<file path="src/rtl/wb_router_8bit.sv">
// wb_router_8bit: routes one ALU result to the register file, the data SRAM or I/O space.
// Holds the captured address and data steady for the whole write window.
module wb_router_8bit #(
  parameter int DATA_W     = 8,
  parameter int RF_ADDR_W  = 5,
  parameter int ADDR_W     = 8,
  parameter int MEM_WAIT   = 2,
  parameter int IO_TIMEOUT = 15
) (
  input  logic                 clk,
  input  logic                 rst,
  input  logic                 in_valid,
  output logic                 in_ready,
  input  logic [1:0]           in_sel,
  input  logic [DATA_W-1:0]    in_data,
  input  logic [ADDR_W-1:0]    in_addr,
  output logic                 rf_we,
  output logic [RF_ADDR_W-1:0] rf_waddr,
  output logic [DATA_W-1:0]    rf_wdata,
  output logic                 mem_we,
  output logic [ADDR_W-1:0]    mem_addr,
  output logic [DATA_W-1:0]    mem_wdata,
  output logic                 io_req,
  output logic [ADDR_W-1:0]    io_addr,
  output logic [DATA_W-1:0]    io_wdata,
  input  logic                 io_ack,
  output logic                 err_timeout
);
  typedef enum logic [1:0] {IDLE, RF_WR, MEM_WR, IO_WR} state_t;
  state_t              r_state, w_next;
  logic [DATA_W-1:0]   r_data;
  logic [ADDR_W-1:0]   r_addr;
  logic [3:0]          r_mcnt, w_mcnt;
  logic [7:0]          r_icnt, w_icnt;
  logic                r_err, w_err;
  logic                w_accept;
  assign in_ready    = (r_state == IDLE) & ~rst;
  assign w_accept    = in_valid & in_ready;
  assign rf_we       = r_state == RF_WR;
  assign mem_we      = r_state == MEM_WR;
  assign io_req      = r_state == IO_WR;
  assign rf_waddr    = r_addr[RF_ADDR_W-1:0];
  assign rf_wdata    = r_data;
  assign mem_addr    = r_addr;
  assign mem_wdata   = r_data;
  assign io_addr     = r_addr;
  assign io_wdata    = r_data;
  assign err_timeout = r_err;
  always_ff @(posedge clk or posedge rst)
    if (rst) begin
      r_state <= IDLE;
      r_mcnt  <= '0;
      r_icnt  <= '0;
      r_err   <= 1'b0;
    end else begin
      r_state <= w_next;
      r_mcnt  <= w_mcnt;
      r_icnt  <= w_icnt;
      r_err   <= w_err;
    end
  always_ff @(posedge clk or posedge rst)
    if (rst) begin
      r_data <= '0;
      r_addr <= '0;
    end else if (w_accept) begin
      r_data <= in_data;
      r_addr <= in_addr;
    end
  // Counters load on accept and count down to zero; an ack on the last cycle wins over the timeout.
  always_comb begin
    w_next = r_state;
    w_mcnt = r_mcnt;
    w_icnt = r_icnt;
    w_err  = 1'b0;
    case (r_state)
      IDLE: if (w_accept) begin
        w_mcnt = 4'(MEM_WAIT - 1);
        w_icnt = 8'(IO_TIMEOUT - 1);
        w_next = in_sel == 2'b00 ? RF_WR : in_sel == 2'b10 ? MEM_WR : in_sel == 2'b01 ? IO_WR : IDLE;
      end
      RF_WR:  w_next = IDLE;
      MEM_WR: if (r_mcnt == 4'd0) w_next = IDLE; else w_mcnt = r_mcnt - 4'd1;
      IO_WR:  if (io_ack) w_next = IDLE;
              else if (r_icnt == 8'd0) begin
                w_next = IDLE;
                w_err  = 1'b1;
              end else w_icnt = r_icnt - 8'd1;
      default: w_next = IDLE;
    endcase
  end
endmodule

</file>
<file path="config.mk">
export PLATFORM = sky130hd
export DESIGN_NAME = wb_router_8bit
export DESIGN_NICKNAME = d
export VERILOG_FILES = /design/src/rtl/wb_router_8bit.sv
export SDC_FILE = /design/constraint.sdc
export NUM_CORES = 1
export LEC_CHECK = 0
export BUFFER_PORTS_ARGS = -buffer_cell sky130_fd_sc_hd__buf_2
export CAP_MARGIN = 20
export CORE_ASPECT_RATIO = 0.75
export CORE_MARGIN = 2
export CORE_UTILIZATION = 49
export CTS_BUF_LIST = sky130_fd_sc_hd__clkbuf_8
export CTS_CLUSTER_DIAMETER = 30
export DETAILED_ROUTE_END_ITERATION = 12
export PLACE_DENSITY = 0.81
export SETUP_SLACK_MARGIN = 0.3
export SLEW_MARGIN = 15
export SYNTH_ARGS = -nofsm -noshare
export SYNTH_HDL_FRONTEND = slang
export SYNTH_SLANG_ARGS = --single-unit
</file>
<file path="constraint.sdc">
create_clock -name clk -period 2.1 [get_ports clk]
set_clock_uncertainty 0.05 [all_clocks]
set_input_delay 0 -clock clk [delete_from_list [all_inputs] [get_ports clk]]
set_output_delay 0 -clock clk [all_outputs]
set_load 0.02 [all_outputs]
</file>
### Word-level counts from Yosys, hierarchy flattened

Cells that the tools add are included.

* register bits after elaboration: 31
* bits of input ports: 22
* output and inout bits: 50

* $add $sub $neg: 2
* equality and inequality tests: 11
* multiplexer cells: 18
* bitwise operators: 3
* reductions and logical operators: 9

Operator list (number)
* $mux W8: 3
* $pmux W8 S2: 1
* $mux W2: 7
* $logic_not A8 Y1: 1
* $mux W4: 2
* $ne A2 B2 Y1 const B: 4
* $pmux W2 S4: 1
* $pmux W4 S2: 1
* $sub A8 B1 Y8 const B: 1
* $eq A2 B2 Y1 const B: 3
* $reduce_and A3 Y1: 2
* $eq A2 B1 Y1 const B: 2
* $logic_not A2 Y1: 2
* $logic_not A4 Y1: 1
* $reduce_and A4 Y1: 1
* $reduce_bool A2 Y1: 2
* $sub A4 B1 Y4 const B: 1
* $mux W1: 3
* $ne A3 B1 Y1 const B: 1
* $and A1 B1 Y1: 2
* $ne A2 B1 Y1 const B: 1
* $not A1 Y1: 1

### Depth between registers and ports, before layout

* depth after elaboration: 6
* gate-level depth with buffers: 6
* depth with buffers taken out: 5

### Worst setup path after synthesis

OpenSTA, ideal clock, no wires.

* path type: register -> register
* start: reg r_mcnt[0]
* end: reg r_mcnt[1]
* arrival time: 1596 ps
* setup slack: 330 ps
* cell stages (with the launch flop): 6
* path buffers: 0
* clock period less this slack: 1770 ps
* cells stage by stage: dfrtp_1 -> inv_1 -> ha_1 -> or3b_2 -> a21oi_1 -> mux2_2

* cells in the longest elaborated chain, start to end: 3

Ends and longest elaborated chain
* from (decl): line 33 `logic [3:0] r_mcnt, w_mcnt;`
* from (signal assigned): line 57 `r_mcnt <= w_mcnt;`
* $sub A4 B1 Y4 or $logic_not A4 Y1 (tied branches): line 82 `MEM_WR: if (r_mcnt == 4'd0) w_next = IDLE; else w_mcnt = r_mcnt - 4'd1;`
* $mux W4 or $ne A2 B2 Y1 (tied branches)
* $pmux W4 S2 or $reduce_and A3 Y1 (tied branches)

Several ways; a longest one is shown, not always the timed one. The select of a mux whose other input is x is not followed.
A chain may end at the register's enable or synchronous reset.

### Final worst setup path

Ends and elaborated chain as after synthesis.

==> out/results.tsv <==
metric	value	unit
worstHoldPathType	primary input to flip-flop	
critPathKind	flip-flop to flip-flop	
syn-num-nets	222	
path_max_fanout	4	
cp.arrival	1840	ps
clk_root_buffer_cell	clkbuf_8	
async_flop_share	100	%
rsz0062_at_grt	false	
synth_top_area_cell	dfrtp_1	
dominantRegCellSynth	dfrtp_1	
relSlewSlack	75.3	%
drc	0	
reg2reg_depth	5	
ios	72	
leakage	1.27	nW
synth_seq_area_share	44.3	%
hpwl	2500	um
grt_pass1_vias	1363	
cts_tree	built	
cts.sinks	31	
worst_slew_pin_slew	361	ps
cp_slowest_stage_delay	390	ps
use_met2	28.6	%
die_w	73.0	um
fill_cells	268	
holdPathEnd	r_state[0]	
first_pass_iters	4	
r2r-end	r_mcnt[1]	
crit_family	flip-flops	
clk-insertion-delay-late	290	ps
fmax	0.584	GHz
io_buffers	71	
cp-end-kind	flip-flop	
met3_usage	6.52	%
timing.final.crit_share	81.5	%
rows	18	
drv_slew	0	
die_height	55.7	um
start_util	52.1	%
drt_iter0_drc	98	
grt-busiest-layer	met2	
synthToLayoutAreaGrowth	32.5	%
ys_types	38	
synth_area_leaders	dfrtp_1, buf_4, nand2_1	
netlist_area	0.00175	mm2
clk_path_buf_depth	2	
postRouteAntennaNets	0	
crit_path_start_kind	flip-flop	
crit_slowest_cell	dfrtp_1	
max-vdd-ir-drop	0.559	mV
rr_startpoint	r_mcnt[0]	
grt_overflow	0	
hold_viol	0	
path_buf_inv	1	
synth_edf_count	0	
core_region_area	0.00336	mm2
antenna_found_initial	0	
holdPathStages	3	
place_congestion	0.891	
avgSynthCellArea	9.02	um2
fin_crit	1710	ps
maxCapViolations	0	
status	completed	
netlist.area_leader.share	44.3	%
timing.final.ws_setup	388	ps
globalRouteTotalUtil	18.9	%
power_density	1450	mW/mm2
grt_pass1_wl	6040	um
vias	1538	
synth_cells	194	
met1_usage	24.9	%
die_area	0.00407	mm2
wl	3660	um
setup_viol	0	
ctsHtreeMaxLevel	2	
dp.cells	277	
hold_start	in_valid	
drive_above_1_share	38.2	%
path_cells	inv_2 -> ha_1 -> or3b_4 -> a21oi_2 -> mux2_2	
tns	0	ps
rrSetupSlack	390	ps
path_clk_slew	70	ps
yosysMostFrequentCell	nand2_1	
pre_cts_ws	223	ps
grt_max_degree	32	
nets	294	
cp.required	2230	ps
vias_per_cell	5.01	
antennaDiodeCount	0	
synth_seq_cells	31	
detail_route.wl_per_cell	11.9	um
synth_warnings	0	
numCtsBuffers	5	
synth_common_cells	nand2_1, dfrtp_1, buf_4	
fin_cells	307	
timing repair:
| action | CTS | global route |
|---|---|---|
| buffers inserted | 3 | 2 |
| hold endpoints to repair | 47 | 0 |
| resized for setup | 2 | 4 |
| hold buffers | 17 | 0 |
| endpoints found under the setup margin | 2 | 4 |
| pin swaps | 1 | 1 |
cell usage in the layout, fill, tap and decap left out, types with 3 or more instances in the layout:
cell type,netlist,final
a21oi_1,5,4
buf_2,4,71
buf_4,29,13
clkbuf_8,0,6
dfrtp_1,31,31
dlygate4sd3_1,0,17
ha_1,6,5
inv_1,10,9
mux2i_1,5,5
nand2_1,54,54
nand3_1,3,3
nor2_1,6,6
nor3_1,5,5
o21ai_0,3,3
layout make-up:
type | instances | area (um2) | share of cell area [%]
clock buffers | 6 | 82.6 | 3.56
repair buffers | 101 | 623 | 26.9
flip-flops and latches | 31 | 776 | 33.5
clock inverters | 2 | 35.0 | 1.51
well taps | 40 | 50.0 | 2.16
multi-input cells | 117 | 714 | 30.8
inverters | 10 | 37.5 | 1.62
stage by stage:
step	cell area, um2	power, W	util (%)	hold WS [ps]
finish	2320	0.00336	69.1	22.7
global route	2320	0.00360	69.1	64.4
CTS	2290	0.00333	68.2	23.3
detailed placement	1970	0.00265	58.8	113
global placement	1970	0.00260	58.8	109
floorplan	1750	0.00241	-	29.5
how the worst max path moves through the flow:
stage               from         to  slack (ps)  depth (start not counted)
2_1_floorplan  r_mcnt[0]  r_mcnt[1]         330                          5
3_3_place_gp   r_mcnt[0]  r_mcnt[1]         290                          5
3_5_place_dp   r_mcnt[0]  r_mcnt[1]         220                          5
4_1_cts        r_mcnt[0]  r_mcnt[1]         300                          5
5_1_grt        r_mcnt[0]  r_mcnt[1]         310                          5
6_report       r_mcnt[0]  r_mcnt[1]         390                          5
metal layers:
layer / up-vias / share of wire, % / wire length [um]
li1: 753 / - / -
met2: 64 / 44 / 1630
met1: 712 / 46 / 1690
met5: - / 0 / 0
met4: 0 / 1.8 / 65
met3: 9 / 7.8 / 286
cell families (layout without fill, tap and decap cells):
| kind of cell | after synthesis | after routing | synth area share (%) |
|---|---|---|---|
| muxes | 6 | 6 | 3.51 |
| and+or+nand+nor | 86 | 86 | 23.8 |
| buffers and inverters | 46 | 119 | 16.4 |
| DFF | 31 | 31 | 44.3 |
| adders and majority gates | 6 | 6 | 4.29 |
| AOI/OAI and AO/OA | 19 | 19 | 7.65 |
state kept, by name, indices dropped and copies added (netlist names):
signal,cells
r_mcnt,4
io_addr,8
r_state,2
r_icnt,8
err_timeout,1
io_wdata,8
worst reg2reg max path: stages, from the launching register on:
cell	delay, ps
dfrtp_1	390
inv_2	80
ha_1	160
or3b_4	390
a21oi_2	180
mux2_2	350
power breakdown:
| group | total [W] | internal, W | leakage, nW | switching [W] |
|---|---|---|---|---|
| Clock | 0.000604 | 0.000383 | 0.0612 | 0.000221 |
| Combinational | 0.00176 | 0.000666 | 0.824 | 0.00109 |
| Sequential | 0.00100 | 0.000813 | 0.385 | 0.000189 |
| Total | 0.00336 | 0.00186 | 1.27 | 0.00150 |
(Power assumes the default switching activity.)
